$ cat src/rtl/structure2_pkg.sv
// Shared fc1/fc2 sizing and the fc2 sequencer state encoding.
// The fc1 stage imports the same constants so RAM depths stay consistent.
package structure2_pkg;
    localparam int GROUPS  = 42;
    localparam int IN_NUM  = 64;
    localparam int OUT_NUM = 10;
    localparam int ACC_W   = 24;

    localparam int DATA_W      = 8;
    localparam int COEF_W      = 8;
    localparam int DATA_ADDR_W = 14;
    localparam int W_ADDR_W    = 10;
    localparam int B_ADDR_W    = 4;
    localparam int GROUP_W     = 6;
    localparam int CLS_W       = 4;
    localparam int IDX_W       = $clog2(IN_NUM);

    typedef enum logic [2:0] {
        ST_IDLE,
        ST_RUN,
        ST_FLUSH,
        ST_CMP,
        ST_EMIT,
        ST_FIN
    } state_t;
endpackage

$ cat src/rtl/structure2_fc2_argmax_if.sv
// fc2 memory read ports (fc1 RAM, weight/bias ROM) and per-group result bus.
interface structure2_fc2_argmax_if;
    import structure2_pkg::*;

    logic                          data_en;
    logic [DATA_ADDR_W-1:0]        data_addr;
    logic [DATA_W-1:0]             data_in;
    logic                          w_en;
    logic [W_ADDR_W-1:0]           w_addr;
    logic signed [COEF_W-1:0]      w_data;
    logic [B_ADDR_W-1:0]           b_addr;
    logic signed [COEF_W-1:0]      b_data;
    logic                          result_valid;
    logic [GROUP_W-1:0]            result_group;
    logic [CLS_W-1:0]              result_class;
    logic signed [ACC_W-1:0]       result_score;

    modport master (
        output data_en, data_addr, w_en, w_addr, b_addr,
        input  data_in, w_data, b_data,
        output result_valid, result_group, result_class, result_score
    );

    modport slave (
        input  data_en, data_addr, w_en, w_addr, b_addr,
        output data_in, w_data, b_data,
        input  result_valid, result_group, result_class, result_score
    );
endinterface

$ cat src/rtl/structure2_fc2_mac.sv
// fc2 multiply-accumulate: unsigned activation x signed weight, bias folded in
// on the first product of each class so acc never needs a separate clear.
module structure2_fc2_mac
    import structure2_pkg::*;
#(
    parameter int DATA_W = structure2_pkg::DATA_W,
    parameter int COEF_W = structure2_pkg::COEF_W
) (
    input  logic                     clk,
    input  logic                     rst_n,
    input  logic                     first,
    input  logic                     valid,
    input  logic [DATA_W-1:0]        data_in,
    input  logic signed [COEF_W-1:0] w_data,
    input  logic signed [COEF_W-1:0] b_data,
    output logic signed [ACC_W-1:0]  acc
);
    localparam int PROD_W = DATA_W + COEF_W + 1;

    // 64 * 255 * 128 < 2^23, so the product and sum never need saturation
    function automatic logic signed [ACC_W-1:0] mac_term(
        input logic [DATA_W-1:0]        d,
        input logic signed [COEF_W-1:0] w
    );
        logic signed [PROD_W-1:0] d_s;
        logic signed [PROD_W-1:0] w_s;
        d_s = PROD_W'($signed({1'b0, d}));
        w_s = PROD_W'(w);
        return ACC_W'(d_s * w_s);
    endfunction

    logic vld_p1;
    logic first_p1;

    // p0 -> p1: issue flags follow the 1-cycle RAM/ROM read latency
    always_ff @(posedge clk or negedge rst_n) begin
        if (!rst_n) begin
            vld_p1   <= 1'b0;
            first_p1 <= 1'b0;
            acc      <= '0;
        end else begin
            vld_p1   <= valid;
            first_p1 <= first;
            if (vld_p1) begin
                if (first_p1) acc <= ACC_W'(b_data) + mac_term(data_in, w_data);
                else          acc <= acc + mac_term(data_in, w_data);
            end
        end
    end
endmodule

$ cat src/rtl/structure2_fc2_argmax.sv
// fc2 layer + argmax: scores OUT_NUM classes per fc1 group and emits the winner.
module structure2_fc2_argmax
    import structure2_pkg::*;
(
    input  logic                    clk,
    input  logic                    rst_n,
    input  logic                    start,
    structure2_fc2_argmax_if.master bus,
    output logic                    busy,
    output logic                    done
);
    localparam logic [GROUP_W-1:0] GROUP_LAST = GROUP_W'(GROUPS - 1);
    localparam logic [CLS_W-1:0]   CLS_LAST   = CLS_W'(OUT_NUM - 1);
    localparam logic [IDX_W-1:0]   IDX_LAST   = IDX_W'(IN_NUM - 1);

    state_t                  state, state_nxt;
    logic [GROUP_W-1:0]      group;
    logic [CLS_W-1:0]        cls;
    logic [IDX_W-1:0]        idx;
    logic signed [ACC_W-1:0] acc;
    logic signed [ACC_W-1:0] best_score, win_score, res_score;
    logic [CLS_W-1:0]        best_cls, win_cls, res_class;
    logic [GROUP_W-1:0]      res_group;
    logic                    run, take;

    always_comb begin
        state_nxt = state;
        run       = (state == ST_RUN);
        // strict compare: a tie keeps the earlier (lower) class
        take      = (cls == '0) || (acc > best_score);
        win_score = take ? acc : best_score;
        win_cls   = take ? cls : best_cls;
        case (state)
            ST_IDLE:  if (start) state_nxt = ST_RUN;
            ST_RUN:   if (idx == IDX_LAST) state_nxt = ST_FLUSH;
            ST_FLUSH: state_nxt = ST_CMP;
            ST_CMP:   state_nxt = (cls == CLS_LAST) ? ST_EMIT : ST_RUN;
            ST_EMIT:  state_nxt = (group == GROUP_LAST) ? ST_FIN : ST_RUN;
            ST_FIN:   state_nxt = ST_IDLE;
            default:  state_nxt = ST_IDLE;
        endcase
    end

    always_ff @(posedge clk or negedge rst_n) begin
        if (!rst_n) state <= ST_IDLE;
        else        state <= state_nxt;
    end

    always_ff @(posedge clk or negedge rst_n) begin
        if (!rst_n) begin
            group      <= '0;
            cls        <= '0;
            idx        <= '0;
            best_score <= '0;
            best_cls   <= '0;
            res_group  <= '0;
            res_class  <= '0;
            res_score  <= '0;
            busy       <= 1'b0;
            done       <= 1'b0;
        end else begin
            case (state)
                ST_IDLE: if (start) begin
                    group <= '0;
                    cls   <= '0;
                    idx   <= '0;
                    done  <= 1'b0;
                    busy  <= 1'b1;
                end
                ST_RUN: idx <= (idx == IDX_LAST) ? '0 : idx + IDX_W'(1);
                ST_CMP: begin
                    best_score <= win_score;
                    best_cls   <= win_cls;
                    if (cls != CLS_LAST) begin
                        cls <= cls + CLS_W'(1);
                    end else begin
                        // result fields load here and hold until the next group's last compare
                        res_group <= group;
                        res_class <= win_cls;
                        res_score <= win_score;
                    end
                end
                ST_EMIT: if (group != GROUP_LAST) begin
                    group <= group + GROUP_W'(1);
                    cls   <= '0;
                end
                ST_FIN: begin
                    done <= 1'b1;
                    busy <= 1'b0;
                end
                default: ;
            endcase
        end
    end

    assign bus.data_en      = run;
    assign bus.w_en         = run;
    assign bus.data_addr    = DATA_ADDR_W'(group) * DATA_ADDR_W'(IN_NUM) + DATA_ADDR_W'(idx);
    assign bus.w_addr       = W_ADDR_W'(cls) * W_ADDR_W'(IN_NUM) + W_ADDR_W'(idx);
    assign bus.b_addr       = B_ADDR_W'(cls);
    assign bus.result_valid = (state == ST_EMIT);
    assign bus.result_group = res_group;
    assign bus.result_class = res_class;
    assign bus.result_score = res_score;

    structure2_fc2_mac u_mac (
        .clk     (clk),
        .rst_n   (rst_n),
        .first   (run && (idx == '0)),
        .valid   (run),
        .data_in (bus.data_in),
        .w_data  (bus.w_data),
        .b_data  (bus.b_data),
        .acc     (acc)
    );
endmodule

$ cat src/flat_wrapper.sv
// flat-port wrapper written by rule: the top's interface ports become plain ports
module structure2_fc2_argmax_flat import structure2_pkg::*;
  (clk, rst_n, start, busy, done, bus_data_en, bus_data_addr, bus_w_en, bus_w_addr, bus_b_addr, bus_data_in, bus_w_data, bus_b_data, bus_result_valid, bus_result_group, bus_result_class, bus_result_score);
  structure2_fc2_argmax_if bus_i ();
  input  logic clk;
  input  logic rst_n;
  input  logic start;
  output logic busy;
  output logic done;
  output wire logic [$bits(bus_i.data_en)-1:0] bus_data_en;
  output wire logic [$bits(bus_i.data_addr)-1:0] bus_data_addr;
  output wire logic [$bits(bus_i.w_en)-1:0] bus_w_en;
  output wire logic [$bits(bus_i.w_addr)-1:0] bus_w_addr;
  output wire logic [$bits(bus_i.b_addr)-1:0] bus_b_addr;
  input wire logic [$bits(bus_i.data_in)-1:0] bus_data_in;
  input wire logic [$bits(bus_i.w_data)-1:0] bus_w_data;
  input wire logic [$bits(bus_i.b_data)-1:0] bus_b_data;
  output wire logic [$bits(bus_i.result_valid)-1:0] bus_result_valid;
  output wire logic [$bits(bus_i.result_group)-1:0] bus_result_group;
  output wire logic [$bits(bus_i.result_class)-1:0] bus_result_class;
  output wire logic [$bits(bus_i.result_score)-1:0] bus_result_score;
  assign bus_data_en = bus_i.data_en;
  assign bus_data_addr = bus_i.data_addr;
  assign bus_w_en = bus_i.w_en;
  assign bus_w_addr = bus_i.w_addr;
  assign bus_b_addr = bus_i.b_addr;
  assign bus_i.data_in = bus_data_in;
  assign bus_i.w_data = bus_w_data;
  assign bus_i.b_data = bus_b_data;
  assign bus_result_valid = bus_i.result_valid;
  assign bus_result_group = bus_i.result_group;
  assign bus_result_class = bus_i.result_class;
  assign bus_result_score = bus_i.result_score;
  structure2_fc2_argmax u_core (.clk(clk), .rst_n(rst_n), .start(start), .bus(bus_i), .busy(busy), .done(done));
endmodule
$ cat config.mk
export PLATFORM = sky130hd
export DESIGN_NAME = structure2_fc2_argmax_flat
export DESIGN_NICKNAME = d
export VERILOG_FILES = /design/src/rtl/structure2_pkg.sv /design/src/rtl/structure2_fc2_argmax_if.sv /design/src/rtl/structure2_fc2_mac.sv /design/src/rtl/structure2_fc2_argmax.sv /design/src/flat_wrapper.sv
export SDC_FILE = /design/constraint.sdc
export NUM_CORES = 1
export LEC_CHECK = 0
export BUFFER_PORTS_ARGS = -buffer_cell sky130_fd_sc_hd__buf_2
export CAP_MARGIN = 20
export CORE_MARGIN = 3
export CORE_UTILIZATION = 36
export DETAILED_ROUTE_END_ITERATION = 10
export GPL_TIMING_DRIVEN = 0
export SLEW_MARGIN = 20
export SYNTH_ARGS = -nofsm -noshare
export SYNTH_HDL_FRONTEND = slang
export SYNTH_SLANG_ARGS = --single-unit
$ cat constraint.sdc
create_clock -name clk -period 3.7 [get_ports clk]
set_clock_uncertainty 0.1 [all_clocks]
set_input_delay 0.555 -clock clk [delete_from_list [all_inputs] [get_ports clk]]
set_output_delay 0.555 -clock clk [all_outputs]
set_load 0.01 [all_outputs]
==> results of run 1 <==
## area by class of cell
type / instances / area (sq um) / area share
clock inverters: 3 / 45.0 / 0.00359
multi-input cells: 828 / 7370 / 0.587
repair buffers: 147 / 1070 / 0.0852
plain buffers: 49 / 279 / 0.0222
inverters: 103 / 390 / 0.0311
well taps: 341 / 427 / 0.0340
clock buffers: 13 / 250 / 0.0199
flip-flops and latches: 109 / 2730 / 0.217
## sequential cells by signal, summed over array words and instances (netlist names), 3 cells and up
register	flops
u_core.group	6
u_core.bus.result_group	6
u_core.best_score	24
u_core.idx	6
u_core.best_cls	4
u_core.bus.b_addr	4
u_core.bus.result_score	24
u_core.state	3
u_core.u_mac.acc	24
u_core.bus.result_class	4
## kinds of logic (layout without fill, tap and decap cells)
kind of cell,after synthesis,after routing,synth area share
fa+ha+maj,155,155,0.226
simple gates,318,318,0.159
buf+inv,154,315,0.0659
compound gates,268,268,0.180
xor+xnor,41,41,0.0364
mux,44,44,0.0557
flops,109,109,0.276
other cells,1,2,0.000380
## worst max-delay path, stage by stage
cell        delay (ns)
buf_12            0.08
clkinvlp_4        0.12
fa_1              0.48
fa_1              0.52
inv_2             0.04
fa_1              0.52
inv_1             0.04
fa_1              0.49
inv_2             0.04
ha_4              0.21
inv_2             0.04
o21bai_1          0.05
a21o_1            0.21
a21oi_2           0.18
o21bai_1          0.09
xor2_1            0.19
ha_1              0.35
buf_4             0.15
nand4_1           0.16
nor2_2            0.15
o211ai_1          0.18
nand3_2           0.18
o2111ai_2         0.14
a31oi_1           0.22
mux2_2            0.37
nand3_2           0.06
## cell usage after synthesis (31+ instances only)
cell	instances	area (sq um)
nor2_1	104	390
ha_1	116	1450
dfrtp_1	109	2730
and2_1	48	300
fa_1	39	781
o31ai_1	34	255
nand4_1	32	200
nand2_1	53	199
a31oi_1	31	194
inv_1	102	383
a21oi_1	60	300
o21ai_0	42	210
## power breakdown
group	internal [mW]	switching (mW)	total, mW
logic	4.97	5.27	10.2
clock network	0.546	0.441	0.986
registers	1.51	0.405	1.92
## worst min-delay path by stage
| stage | slack [ns] | endpoint |
|---|---|---|
| after CTS | 0.01 | u_core.bus.b_addr[0] |
| after floorplan | 0.16 | u_core.best_cls[0] |
| final | 0.008 | u_core.bus.b_addr[0] |
| after detailed placement | 0.39 | u_core.bus.b_addr[0] |
| after global placement | 0.38 | u_core.best_cls[3] |
| after global routing | 0.03 | u_core.bus.b_addr[0] |
## stage by stage
| step | total power, mW | hold WS [ns] | utilization |
|---|---|---|---|
| 6_report | 13.1 | 0.00845 | 0.466 |
| 2_1_floorplan | 8.27 | 0.159 | - |
| 4_1_cts | 12.3 | 0.0114 | 0.454 |
| 3_3_place_gp | 9.64 | 0.377 | 0.409 |
| 5_1_grt | 14.3 | 0.0267 | 0.466 |
| 3_5_place_dp | 9.76 | 0.389 | 0.410 |
## repair_timing
item / 4_1_cts / 5_1_grt
pin swaps: 74 / 51
endpoints found under the setup margin: 39 / 58
gates cloned: 0 / 0
buffers inserted: 46 / 18
resized for setup: 122 / 58
## per-layer routing
layer / vias to the layer above / share of wire
li1: 4183 / -
met4: 2 / 0.0080
met2: 142 / 0.49
met5: - / 0.00028
met3: 15 / 0.030
met1: 4085 / 0.47
==> impl_metrics.env, run 1 <==
export IMPL_dieArea_sq_um=29500
export IMPL_rsz0062_at_grt="yes"
export IMPL_clk_latency_ns=0.34
export IMPL_pin_count=94
export IMPL_grtUsageTotal=0.169
export IMPL_ys_seq_area_frac=0.276
export IMPL_rows=60
export IMPL_power_density_nw_per_um2=1050
export IMPL_final_cell_mix="109 x dfrtp_1, 95 x ha_1, 94 x nor2_1"
export IMPL_grt_met1_usage=0.235
export IMPL_dpl_cell_area_sq_um=11100
export IMPL_post_place_ws_ns=-2.76
export IMPL_postRouteAntennaNets=0
export IMPL_syn_inst=1090
export IMPL_fmax_ghz=0.177
export IMPL_fin_crit_sh=1.52
export IMPL_dr_pass1_iters=4
export IMPL_critPathCapture="u_core.u_mac.acc[22]"
export IMPL_relSlewSlack=0.263
export IMPL_layout_commonest_cell="dfrtp_1"
export IMPL_synth_seq_cells=109
export IMPL_wl_per_cell_um=15.6
export IMPL_final_layout_size_suffix_gt1_frac=0.293
export IMPL_antenna_cells=0
export IMPL_layout_setup_ws_ns=-1.94
export IMPL_dp_cells=1524
export IMPL_finalSetupViolations=19
export IMPL_viasPerCell=5.29
export IMPL_period_minus_slack_ns=5.64
export IMPL_crit_path_max_fanout=4
export IMPL_port_buffers=91
export IMPL_syn_area_sq_um=9880
export IMPL_cts_made_buffers=9
export IMPL_critPathKind="in -> reg"
export IMPL_r2r_start="u_core.u_mac.acc[23]"
export IMPL_grt_overflow_total=0
export IMPL_finish_instance_area_sq_um=12600
export IMPL_worstSetupStartpoint="bus_w_data[7]"
export IMPL_r2r_end="u_core.bus.result_score[6]"
export IMPL_drt_iter0_markers=440
export IMPL_gp_congestion=0.835
export IMPL_hpwl_um=18800
export IMPL_ir_drop_v=0.000651
export IMPL_r2r_cells=13
export IMPL_cp_required_ns=3.88
export IMPL_drv_cap=0
export IMPL_clk_path_buf_depth=2
export IMPL_die_h_um=172
export IMPL_r2r_setup_slack_ns=0.05
export IMPL_met3_usage=0.0172
export IMPL_synth_top_flop_cell="dfrtp_1"
export IMPL_hold_viol=0
export IMPL_status="finished with violations"
export IMPL_worstSetupEndpointType="flop"
export IMPL_cts_htree_levels=3
export IMPL_tightest_slew_ns=1.10
export IMPL_syn_to_final_growth_pct=27.1
export IMPL_leakagePower_nw=5.95
export IMPL_die_width_um=172
export IMPL_grt_antenna_before_repair=1
export IMPL_nFillCells=2584
export IMPL_core_sq_um=27000
export IMPL_cts_tree="yes"
export IMPL_remaining_drc_errors=0
export IMPL_vias=8427
export IMPL_top_usage_layer="met2"
export IMPL_root_buffer="clkbuf_16"
export IMPL_violations="setup timing"
export IMPL_nets=1429
export IMPL_grt_pass1_wl_um=41100
export IMPL_grt_pass1_vias=8191
export IMPL_fin_cells=1593
export IMPL_yosysWarnings=0
export IMPL_cp_arrival_ns=5.82
export IMPL_hp_class="in -> async"
export IMPL_synth_area_per_cell_sq_um=9.06
export IMPL_hold_buffers=0
export IMPL_ys_types=63
export IMPL_finalSetupTns_ns=-27.13
export IMPL_gr_usage_met2=0.290
export IMPL_cts_sinks=109
export IMPL_start_kind="primary input"
export IMPL_totalWireLength_um=24900
export IMPL_synth_edf_count=0
export IMPL_grt_max_degree=72
export IMPL_final_max_slew_viol_count=0
export IMPL_synthArstFlopShare=1.00
export IMPL_initial_core_util=0.366
export IMPL_clkTransAtPathRegs_ns=0.07
Power figures use the tool's default switching activity.
==> inputs of run 2 (changes only) <==
- CORE_ASPECT_RATIO: not set -> 1.2
- clock period: 3.7 -> 5.2 ns (I/O delays scaled with it)
==> impl_metrics.env, run 2 (synthesis gave the netlist of run 1 again) <==
export IMPL_die_h_um=187
export IMPL_hold_buffers=0
export IMPL_cts_sinks=109
export IMPL_start_kind="primary input"
export IMPL_drt_iter0_markers=377
export IMPL_cp_required_ns=5.39
export IMPL_nets=1417
export IMPL_drv_cap=0
export IMPL_clk_latency_ns=0.35
export IMPL_wl_per_cell_um=15.6
export IMPL_pin_count=94
export IMPL_syn_to_final_growth_pct=23.5
export IMPL_antenna_cells=0
export IMPL_core_sq_um=26700
export IMPL_layout_setup_ws_ns=-0.706
export IMPL_status="finished with violations"
export IMPL_leakagePower_nw=5.80
export IMPL_fin_util=0.457
export IMPL_final_max_slew_viol_count=0
export IMPL_hold_viol=0
export IMPL_viasPerCell=5.27
export IMPL_vias=8299
export IMPL_grtUsageTotal=0.167
export IMPL_cts_htree_levels=3
export IMPL_fin_crit_sh=1.14
export IMPL_die_width_um=157
export IMPL_violations="setup timing"
export IMPL_grt_pass1_vias=8292
export IMPL_root_buffer="clkbuf_16"
export IMPL_crit_path_max_fanout=8
export IMPL_worstSetupEndpointType="flop"
export IMPL_postRouteAntennaNets=0
export IMPL_grt_overflow_total=0
export IMPL_initial_core_util=0.370
export IMPL_finalSetupTns_ns=-6.16
export IMPL_clkTransAtPathRegs_ns=0.08
export IMPL_grt_pass1_wl_um=41200
export IMPL_fin_cells=1575
export IMPL_layout_commonest_cell="dfrtp_1"
export IMPL_hp_class="in -> async"
export IMPL_grt_max_degree=68
export IMPL_grt_antenna_before_repair=1
export IMPL_relSlewSlack=0.539
export IMPL_cts_tree="yes"
export IMPL_ir_drop_v=0.000510
export IMPL_port_buffers=91
export IMPL_cp_arrival_ns=6.09
export IMPL_dp_cells=1518
export IMPL_power_density_nw_per_um2=730
export IMPL_fmax_ghz=0.169
export IMPL_totalWireLength_um=24600
export IMPL_clk_path_buf_depth=2
export IMPL_final_layout_size_suffix_gt1_frac=0.267
export IMPL_gp_congestion=0.871
export IMPL_dieArea_sq_um=29500
export IMPL_critPathKind="in -> reg"
export IMPL_remaining_drc_errors=0
export IMPL_period_minus_slack_ns=5.91
export IMPL_cts_made_buffers=9
export IMPL_finalSetupViolations=14
export IMPL_tightest_slew_ns=0.690
export IMPL_rsz0062_at_grt="yes"
export IMPL_dr_pass1_iters=4
export IMPL_hpwl_um=18900
export IMPL_final_cell_mix="109 x dfrtp_1, 96 x ha_1, 95 x nor2_1"
export IMPL_rows=65
run 2: changes by cell type in the layout (fill, tap and decap cells not counted), moves of 4 or more:
cell and delta:
nor2_4 -4, buf_12 -4, a21oi_2 -6, o31ai_2 -6, a21oi_1 +7, o31ai_1 +6
buf_6 -4, buf_4 -6
run 2: critical path: stages:
cell	delay, ns
buf_4	0.15
and2_1	0.15
ha_1	0.31
fa_1	0.51
inv_1	0.05
fa_1	0.47
fa_1	0.53
inv_2	0.05
ha_4	0.27
a21oi_4	0.16
o21bai_1	0.10
a21o_1	0.18
a21oi_2	0.18
o21ai_2	0.08
o211ai_1	0.22
xnor2_1	0.15
ha_2	0.37
a21o_1	0.15
a211o_4	0.17
a21oi_2	0.04
nor2_2	0.17
o2111ai_2	0.19
a31oi_2	0.24
mux2_2	0.36
nand3_2	0.05
run 2: layout make-up:
type | instances | area, sq um
Multi-Input combinational cell | 828 | 7180
Timing Repair Buffer | 133 | 900
Sequential cell | 109 | 2730
Clock inverter | 7 | 81.3
Inverter | 103 | 390
Tap cell | 335 | 419
Buffer | 51 | 275
Fill cell | 2592 | 14500
Clock buffer | 9 | 225
run 2: report_power, final:
group	switching, mW	total [mW]	internal [mW]	leakage, nW
registers	0.274	1.35	1.08	1.36
logic	3.50	6.83	3.33	4.29
clock network	0.340	0.722	0.382	0.152
run 2: timing repair:
action	4_1_cts	5_1_grt
buffers inserted	29	12
endpoints found under the hold margin	0	0
setup endpoints to repair	15	16
pin swaps	41	35
cloned	0	0
resized for setup	70	64
run 2: final timing paths:
check                                      from                          to  slack [ns]  cells past startpoint
max                              bus_data_in[6]        u_core.u_mac.acc[22]       -0.71                     25
max reg2reg                u_core.u_mac.acc[23]       u_core.best_score[11]        1.38                     12
min in group clk             u_core.best_cls[3]          u_core.best_cls[3]        0.40                      1
min reg2reg                  u_core.best_cls[3]          u_core.best_cls[3]        0.40                      1
min                                       rst_n             u_core.group[2]        0.25                      1
max in group asynchronous                 rst_n  u_core.bus.result_score[5]        4.08                      2
run 2: metal layers:
metal  GRT usage  part of all wire  vias to the layer above
li1            -                 -                     4146
met1       0.221              0.46                     3993
met2       0.296              0.50                      133
met3      0.0146             0.025                       25
met4      0.0361             0.014                        2
met5           0           0.00053                        -
run 2: through the flow:
step / power [mW] / setup WS (ns) / hold WS (ns) / area [sq um]
final: 8.90 / -0.706 / 0.245 / 12200
after global routing: 9.78 / -0.933 / 0.268 / 12200
after CTS: 8.18 / -0.624 / 0.255 / 11800
after detailed placement: 6.78 / -1.54 / 0.387 / 11000
after global placement: 6.70 / -1.49 / 0.378 / 10900
after floorplan: 5.73 / -0.669 / 0.366 / 10100
